==> src/rtl/cmp_pkg.sv <==
// Shared encodings for the serial word comparator: FSM states, word result
// codes, and the legal digit-code check.
package cmp_pkg;

  typedef enum logic [1:0] {
    ST_IDLE = 2'd0,
    ST_RUN  = 2'd1,
    ST_DONE = 2'd2
  } state_t;

  typedef enum logic [1:0] {
    RES_EQ = 2'd0,
    RES_GT = 2'd1,
    RES_LT = 2'd2
  } res_t;

  // Legal only when exactly one of gt/eq/lt is set.
  function automatic logic onehot3_ok(input logic gt, input logic eq, input logic lt);
    return (gt & ~eq & ~lt) | (~gt & eq & ~lt) | (~gt & ~eq & lt);
  endfunction

endpackage

==> src/rtl/cmp_code_check.sv <==
// Combinational check and encode of one digit comparator result (gt/eq/lt).
module cmp_code_check
  import cmp_pkg::*;
(
  input  logic dig_gt,
  input  logic dig_eq,
  input  logic dig_lt,
  output logic code_ok,
  output res_t code
);

  always_comb begin
    code_ok = onehot3_ok(dig_gt, dig_eq, dig_lt);
    code    = RES_EQ;
    if (dig_gt)      code = RES_GT;
    else if (dig_lt) code = RES_LT;
  end

endmodule

==> src/rtl/serial_word_compare.sv <==
// Serial MSB-first word comparator: folds per-digit gt/eq/lt results into a
// word result, decided by the first unequal digit, with a one-cycle done pulse.
module serial_word_compare
  import cmp_pkg::*;
#(
  parameter int NDIGITS = 4
) (
  input  logic                                  clk,
  input  logic                                  rst,
  input  logic                                  start,
  input  logic                                  dig_valid,
  input  logic                                  dig_gt,
  input  logic                                  dig_eq,
  input  logic                                  dig_lt,
  output logic                                  busy,
  output logic                                  done,
  output logic                                  res_gt,
  output logic                                  res_eq,
  output logic                                  res_lt,
  output logic                                  err,
  output logic [((NDIGITS>1)?$clog2(NDIGITS):1)-1:0] dig_cnt
);

  localparam int CNT_W = (NDIGITS > 1) ? $clog2(NDIGITS) : 1;
  localparam logic [CNT_W-1:0] LAST = CNT_W'(NDIGITS - 1);

  state_t           r_state;
  logic [CNT_W-1:0] r_cnt;
  logic             r_decided;
  res_t             r_acc;
  logic             r_err;
  logic             r_busy, r_done, r_res_gt, r_res_eq, r_res_lt;

  logic w_ok;
  res_t w_code;
  logic w_take;
  logic w_err_nxt, w_dec_nxt;
  res_t w_acc_nxt;

  cmp_code_check u_chk (
    .dig_gt  (dig_gt),
    .dig_eq  (dig_eq),
    .dig_lt  (dig_lt),
    .code_ok (w_ok),
    .code    (w_code)
  );

  // Post-digit view of the accumulator, so the last digit feeds the result directly.
  always_comb begin
    w_take    = ~r_decided & w_ok & (w_code != RES_EQ);
    w_err_nxt = r_err | ~w_ok;
    w_dec_nxt = r_decided | w_take;
    w_acc_nxt = w_take ? w_code : r_acc;
  end

  always_ff @(posedge clk) begin
    if (rst) begin
      r_state   <= ST_IDLE;
      r_cnt     <= '0;
      r_decided <= 1'b0;
      r_acc     <= RES_EQ;
      r_err     <= 1'b0;
      r_busy    <= 1'b0;
      r_done    <= 1'b0;
      r_res_gt  <= 1'b0;
      r_res_eq  <= 1'b0;
      r_res_lt  <= 1'b0;
    end else begin
      r_done <= 1'b0;
      case (r_state)
        ST_IDLE, ST_DONE: begin
          if (start) begin
            r_state   <= ST_RUN;
            r_cnt     <= '0;
            r_decided <= 1'b0;
            r_acc     <= RES_EQ;
            r_err     <= 1'b0;
            r_busy    <= 1'b1;
            r_res_gt  <= 1'b0;
            r_res_eq  <= 1'b0;
            r_res_lt  <= 1'b0;
          end
        end
        ST_RUN: begin
          if (dig_valid) begin
            r_err     <= w_err_nxt;
            r_decided <= w_dec_nxt;
            r_acc     <= w_acc_nxt;
            if (r_cnt == LAST) begin
              r_state  <= ST_DONE;
              r_cnt    <= '0;
              r_busy   <= 1'b0;
              r_done   <= 1'b1;
              r_res_gt <= (w_acc_nxt == RES_GT) & ~w_err_nxt;
              r_res_lt <= (w_acc_nxt == RES_LT) & ~w_err_nxt;
              r_res_eq <= ~w_dec_nxt & ~w_err_nxt;
            end else begin
              r_cnt <= r_cnt + 1'b1;
            end
          end
        end
        default: r_state <= ST_IDLE;
      endcase
    end
  end

  assign busy    = r_busy;
  assign done    = r_done;
  assign res_gt  = r_res_gt;
  assign res_eq  = r_res_eq;
  assign res_lt  = r_res_lt;
  assign err     = r_err;
  assign dig_cnt = r_cnt;

endmodule

==> config.mk <==
export PLATFORM = sky130hd
export DESIGN_NAME = serial_word_compare
export DESIGN_NICKNAME = d
export VERILOG_FILES = /design/src/rtl/cmp_pkg.sv /design/src/rtl/cmp_code_check.sv /design/src/rtl/serial_word_compare.sv
export SDC_FILE = /design/constraint.sdc
export NUM_CORES = 1
export LEC_CHECK = 0
export CAP_MARGIN = 20
export CELL_PAD_IN_SITES_DETAIL_PLACEMENT = 1
export CELL_PAD_IN_SITES_GLOBAL_PLACEMENT = 1
export CORE_MARGIN = 4
export CORE_UTILIZATION = 37
export CTS_BUF_LIST = sky130_fd_sc_hd__clkbuf_4 sky130_fd_sc_hd__clkbuf_8
export DETAILED_ROUTE_END_ITERATION = 10
export PLACE_DENSITY = 0.79
export SETUP_SLACK_MARGIN = 0.1
export SLEW_MARGIN = 20
export SYNTH_ARGS = -nofsm -noshare
export SYNTH_HDL_FRONTEND = slang
export SYNTH_SLANG_ARGS = --single-unit
==> constraint.sdc <==
create_clock -name clk -period 1.7 [get_ports clk]
set_input_delay 0.34 -clock clk [delete_from_list [all_inputs] [get_ports clk]]
set_output_delay 0.34 -clock clk [all_outputs]
set_load 0.01 [all_outputs]
==> out/metrics.cfg, run 1 <==
[worst_setup_path]
path_class=reg2out
regToRegSetupSlack_ps=300
required_ps=1360
crit_fanout=4
worst_path_largest_cell_delay_ps=550
critical_register_to_register_path_startpoint=dig_cnt[0]
worst_setup_path_end=dig_cnt[0]
crit_end_category=output pin
timing.critical_path.max_delay_family=buffers and inverters
start_kind=flop
worst_ep_arrival_time_ps=1210
timing.critical_path.depth=1
worst_path_max_delay_cell=sky130_fd_sc_hd__clkdlybuf4s50_1
timing.critical_path.cells=clkdlybuf4s50_1
critical_path.reg2reg.endpoint=res_lt
worstPathBufferInverterCount=1
r2r.worst_path.cells=4
crit_path_start=dig_cnt[0]

[layout]
post_route_cells_drive_above_1_share_pct=15.2
ff_latch_area_um2=262
insertedDiodeCount=0
finalNonFillerCells=124
layout.nets=108
fin_util_pct=52.5
multi_input_comb_area_um2=375
area_growth_syn_to_layout_pct=34.8
nFillCells=224

[yosys]
post_synth_edffs=0
ys_seq_elements=13
post-synth-top-area-cell=sky130_fd_sc_hd__dfxtp_1
syn_nets=86
synth-warning-count=0
ys_top_cells_by_area=sky130_fd_sc_hd__dfxtp_1 (39%), sky130_fd_sc_hd__a21oi_1 (6.0%), sky130_fd_sc_hd__nor2_1 (3.9%)
yosysTopAreaCellShare_pct=38.7
synth_flop_type=sky130_fd_sc_hd__dfxtp_1
syn_area_per_cell_um2=8.61
post_synth_inst_count=78
syn_area_um2=672
synth.lib_cells_used.distinct=33
synth_sequential_area_ratio_pct=38.7
ys_async_sr_fraction_pct=0

[power_and_ir_drop]
leakage_nw=0.336
ir_drop_mv=0.381
power-per-cell-area_nw_per_um2=702

[clock_network]
htree_levels=1
cts.path.max_buffers=2
insertion_delay_ps=280
tritoncts=built
clock-sinks=13
clk_root_buffer_cell=sky130_fd_sc_hd__clkbuf_4
clock_pin_slew_of_the_registers_on_the_worst_case_setup_and_hold_paths_ps=80
numCtsBuffers=3
post-cts-setup-buffers=0

[grt]
vias_in_the_first_global_route=698
grt_use_total_pct=15.7
antenna_found_initial=0
largest_net_degree_at_the_start_of_global_routing=14
gr-total-overflow=0
first_pass_grt_wire_length_mm=3.08

[die]
floorplan.die.width_um=50.6
dieHeight_um=50.6
num_rows=15
effective_utilization_at_floorplan_pct=38.9
num_io_pins=15
die_area_um2=2560
core_area_um2=1730

[route]
top_layer_used=met4
wirelength_mm=1.76
route.antenna.remaining_nets=0
detailroute.wirelength.met3_um=57
drtPass1Iterations=4
detailedRoute.firstIterationViolations=8
drc_errors=0
post_drt_wl_per_cell_um=14.2
avgViaCountPerCell=5.47
route.met2.wl_um=828
m1WireLength_um=861
routed-via-count=678

[timing]
final_count_of_pins_violating_max_slew=0
final.setup_skew_ps=2.69
finalHoldViolations=0
setup_viol=0
setup_repair_after_global_routing_missed_its_margin=no
period_needed_ps=1550
fmax_ghz=0.647
worst_pin_slew_ps=300
layout_worst_path_cycle_share_pct=90.9
max-slew-margin-rel_pct=80.0

[flow_run]
max_cap_violations=0

[placed_design]
placed_instance_count=120
dp_hpwl_mm=1.31
gpl.final_weighted_congestion=0.865
placement.io_buffers=14

[status]
run_status=finished, final reports clean

[min_path]
timing.hold.worst.class=reg2reg

[power by group]
group	internal, mW	leakage [nW]	switching (mW)	total, mW
registers	0.312	0.106	0.00819	0.321
clock network	0.107	0.0184	0.105	0.212
logic	0.0506	0.212	0.0522	0.103
total	0.470	0.336	0.166	0.636
[metrics by stage]
step / setup slack, ps / setup TNS [ps] / cell area [um2] / hold slack [ps] / total power, mW
4_1_cts: 121 / 0 / 905 / 459 / 0.645
2_1_floorplan: 419 / 0 / 672 / 443 / 0.381
5_1_grt: 102 / 0 / 906 / 475 / 0.669
3_3_place_gp: 27.6 / 0 / 875 / 437 / 0.426
3_5_place_dp: -26.6 / -29.5 / 875 / 447 / 0.429
6_report: 154 / 0 / 906 / 453 / 0.636
[cells in the final DEF, fill, tap and decap left out, types with 2 or more instances in the layout]
cell,netlist,routed
sky130_fd_sc_hd__clkdlybuf4s50_1,0,14
sky130_fd_sc_hd__dfxtp_1,13,12
sky130_fd_sc_hd__a21oi_1,8,8
sky130_fd_sc_hd__buf_4,0,8
sky130_fd_sc_hd__nor2_1,7,7
sky130_fd_sc_hd__nand2_1,4,4
sky130_fd_sc_hd__nand3_1,4,4
sky130_fd_sc_hd__clkbuf_4,0,4
sky130_fd_sc_hd__nand4b_1,3,3
sky130_fd_sc_hd__nand2b_1,2,2
sky130_fd_sc_hd__a32oi_1,2,2
sky130_fd_sc_hd__nand3b_1,2,2
sky130_fd_sc_hd__nor2b_1,2,2
sky130_fd_sc_hd__o311ai_1,2,2
sky130_fd_sc_hd__o31ai_1,2,2
sky130_fd_sc_hd__inv_1,2,2
sky130_fd_sc_hd__xor2_1,2,2
sky130_fd_sc_hd__nor3_1,2,2
sky130_fd_sc_hd__nand4_1,2,2
[how the worst min path moves through the flow]
stage / from / endpoint / depth (start not counted) / slack, ps
floorplan: rst / r_acc[1] / 1 / 440
global placement: busy / busy / 2 / 440
detailed placement: busy / busy / 2 / 450
CTS: busy / busy / 2 / 460
global route: busy / busy / 2 / 470
finish: busy / busy / 2 / 450
[registers in the layout, indices dropped and copies added, names as in the netlist]
signal,flops
dig_cnt,2
r_acc,2
r_state,2
busy,1
done,1
err,1
r_decided,1
res_eq,1
res_gt,1
res_lt,1
[Yosys cell counts, drive strengths merged, types with 2 or more instances]
cell     n
nand4    2
xor2     2
nor2b    2
a21oi    8
dfxtp   13
nand3b   2
nor2     7
nand3    4
nand2b   2
clkbuf   2
nand2    4
nor3     2
inv      2
nand4b   3
o31ai    3
a32oi    2
o311ai   2
buf      3
[timing repair]
action                     in CTS  in global routing
setup endpoints to repair       0                  1
hold buffers                    0                  0
resized for setup               0                  1
[final cells by class]
| cell class | instances | area share [%] |
|---|---|---|
| clock buffers | 4 | 3.31 |
| inverters | 2 | 0.829 |
| multi-input cells | 58 | 41.4 |
| flip-flops and latches | 13 | 28.9 |
| well taps | 25 | 3.45 |
| repair buffers | 22 | 22.1 |
[kinds of logic (layout without fill, tap and decap cells)]
| kind of cell | count (synthesis) | count (layout) | share of synthesized area, % |
|---|---|---|---|
| buffers and inverters | 7 | 28 | 5.40 |
| XOR/XNOR | 2 | 2 | 2.61 |
| flip-flops | 13 | 13 | 38.7 |
| AO/OA/AOI/OAI | 20 | 20 | 20.7 |
| AND/OR/NAND/NOR | 35 | 35 | 30.7 |
| adder cells (fa/ha/maj) | 1 | 1 | 1.86 |
[tightest hold or removal path, cell delays in order, from the launching register on]
cell	delay (ps)
sky130_fd_sc_hd__dfxtp_1	320
sky130_fd_sc_hd__nand2_1	50
sky130_fd_sc_hd__a21oi_1	50
[per-layer routing]
layer | track usage, % | up-vias
met5 | 0 | -
met4 | 9.42 | 0
met3 | 2.97 | 2
met2 | 25.0 | 16
met1 | 19.4 | 329
li1 | - | 331
Power figures use the tool's default switching activity.
==> run 2: changes to the inputs <==
- CORE_MARGIN: 4 -> default
- GPL_TIMING_DRIVEN: default -> 0
- HOLD_SLACK_MARGIN: default -> 0.15
==> out/metrics.cfg, run 2 (synthesis results as in run 1) <==
[worst_setup_path]
critical_register_to_register_path_startpoint=dig_cnt[0]  ; unchanged
timing.critical_path.max_delay_family=buffers and inverters  ; unchanged
worst_ep_arrival_time_ps=1210  ; about the same
crit_fanout=4  ; unchanged
crit_end_category=output pin  ; unchanged
r2r.worst_path.cells=4  ; unchanged
required_ps=1360  ; about the same
worst_path_largest_cell_delay_ps=560  ; was 550 ps
timing.critical_path.cells=clkdlybuf4s50_1  ; unchanged
worstPathBufferInverterCount=1  ; unchanged
worst_path_max_delay_cell=sky130_fd_sc_hd__clkdlybuf4s50_1  ; unchanged
path_class=reg2out  ; unchanged
start_kind=flop  ; unchanged
critical_path.reg2reg.endpoint=res_lt  ; unchanged
regToRegSetupSlack_ps=280  ; was 300 ps

[timing]
finalHoldViolations=0  ; unchanged
fin_setup_tns_ps=0  ; unchanged
layout_worst_path_cycle_share_pct=91.4  ; was 90.9%
setup_viol=0  ; unchanged
fmax_ghz=0.643  ; was 0.647 GHz
worst_pin_slew_ps=461  ; was 300 ps
final.setup_skew_ps=2.68  ; was 2.69 ps
max-slew-margin-rel_pct=69.3  ; was 80.0%
timing.final.ws_setup_ps=146  ; was 154 ps
final_count_of_pins_violating_max_slew=0  ; unchanged
period_needed_ps=1550  ; about the same
setup_repair_after_global_routing_missed_its_margin=no  ; unchanged

[layout]
layout.nets=103  ; was 108
post_route_cells_drive_above_1_share_pct=9.57  ; was 15.2%
mostFrequentLayoutCells=sky130_fd_sc_hd__dfxtp_1 (13), sky130_fd_sc_hd__clkdlybuf4s50_1 (12), sky130_fd_sc_hd__a21oi_1 (8), sky130_fd_sc_hd__nor2_1 (7)  ; was sky130_fd_sc_hd__clkdlybuf4s50_1 (14), sky130_fd_sc_hd__dfxtp_1 (12), sky130_fd_sc_hd__a21oi_1 (8), sky130_fd_sc_hd__buf_4 (8), sky130_fd_sc_hd__nor2_1 (7)
insertedDiodeCount=0  ; unchanged
area_growth_syn_to_layout_pct=27.0  ; was 34.8%
layout.cells.most_common=sky130_fd_sc_hd__dfxtp_1  ; was sky130_fd_sc_hd__clkdlybuf4s50_1
nFillCells=214  ; was 224

[clock_network]
cts_resized=0  ; unchanged
post-cts-setup-buffers=0  ; unchanged
clock-sinks=13  ; unchanged
tritoncts=built  ; unchanged
cts_hold_buf=0  ; unchanged
cts.path.max_buffers=2  ; unchanged
insertion_delay_ps=280  ; about the same
htree_levels=1  ; unchanged
clk_root_buffer_cell=sky130_fd_sc_hd__clkbuf_4  ; unchanged
clock_pin_slew_of_the_registers_on_the_worst_case_setup_and_hold_paths_ps=80  ; about the same
numCtsBuffers=3  ; unchanged

[route]
avgViaCountPerCell=5.25  ; was 5.47
detailedRoute.firstIterationViolations=8  ; unchanged
drc_errors=0  ; unchanged
m1WireLength_um=793  ; was 861 um
route.met2.wl_um=760  ; was 828 um
route.antenna.remaining_nets=0  ; unchanged
post_drt_wl_per_cell_um=13.8  ; was 14.2 um
wirelength_mm=1.65  ; was 1.76 mm
routed-via-count=625  ; was 678
detailroute.wirelength.met3_um=44  ; was 57 um
top_layer_used=met4  ; unchanged
drtPass1Iterations=2  ; was 4

[grt]
vias_in_the_first_global_route=581  ; was 698
largest_net_degree_at_the_start_of_global_routing=11  ; was 14
gr-total-overflow=0  ; unchanged
antenna_found_initial=0  ; unchanged
first_pass_grt_wire_length_mm=2.79  ; was 3.08 mm
grt_use_total_pct=20.3  ; was 15.7%

[min_path]
whs_endpoint=res_eq  ; was busy
timing.hold.worst.class=in2reg  ; was reg2reg
hold_path.startpoint=dig_eq  ; was busy
min_delay_path_depth=3  ; was 2

[power_and_ir_drop]
power-per-cell-area_nw_per_um2=729  ; was 702 nW/um2
leakage_nw=0.305  ; was 0.336 nW
ir_drop_mv=0.415  ; was 0.381 mV

[placed_design]
dp_hpwl_mm=1.20  ; was 1.31 mm
placement.io_buffers=12  ; was 14
gpl.final_weighted_congestion=0.785  ; was 0.865
dp_worst_setup_slack_ps=-63.4  ; was -26.6 ps

[die]
num_io_pins=15  ; unchanged
effective_utilization_at_floorplan_pct=39.3  ; was 38.9%
floorplan.die.width_um=44.6  ; was 50.6 um
num_rows=15  ; unchanged
dieHeight_um=44.6  ; was 50.6 um
die_area_um2=1990  ; was 2560 um2
core_area_um2=1710  ; was 1730 um2

[status]
run_status=finished, final reports clean  ; unchanged

[flow_run]
max_cap_violations=0  ; unchanged

## run 2: through the flow
step | utilization (%) | area [um2] | hold WS (ps) | cells | power (mW)
detailed placement | 48.2 | 823 | 459 | 115 | 0.418
global placement | 48.2 | 823 | 445 | 115 | 0.414
floorplan | - | 672 | 443 | 78 | 0.381
finish | 50.0 | 853 | 351 | 119 | 0.622
global route | 50.0 | 853 | 353 | 119 | 0.654
CTS | 50.0 | 853 | 347 | 119 | 0.626
## run 2: power breakdown
part           total, mW  leakage (nW)  internal (mW)  switching (mW)
clock network      0.211        0.0184          0.107           0.104
registers          0.320         0.106          0.312         0.00802
logic             0.0906         0.181         0.0408          0.0498
total              0.622         0.305          0.460           0.162
## run 2: worst reg2reg max path: stages (launching register included)
cell and delay [ps]:
sky130_fd_sc_hd__dfxtp_1 370, sky130_fd_sc_hd__ha_1 220, sky130_fd_sc_hd__and4b_1 280, sky130_fd_sc_hd__o2111ai_1 190
sky130_fd_sc_hd__o31ai_1 270
## run 2: cell type report
cell class                 instances  area (um2)  area share (%)
tap                               25        31.3            3.67
buffer                             5        28.8            3.37
sequential                        13         260            30.5
multi-input combinational         58         375            44.0
clock buffer                       4        30.0            3.52
timing repair buffer              12         120            14.1
inverter                           2        7.51           0.880
## run 2: worst max path at each step
stage                from         end  cells past startpoint
2_1_floorplan  dig_cnt[0]      res_lt                      4
3_3_place_gp       dig_gt      res_lt                      4
6_report              err         err                      1
3_5_place_dp       dig_gt      res_lt                      4
4_1_cts               err         err                      1
5_1_grt        dig_cnt[0]  dig_cnt[0]                      1
## run 2: routing by layer
metal  up-vias  global-route usage (%)
met5         -                       0
met3         4                    3.67
li1        319                       -
met4         0                    14.5
met1       290                    26.9
met2        12                    29.4
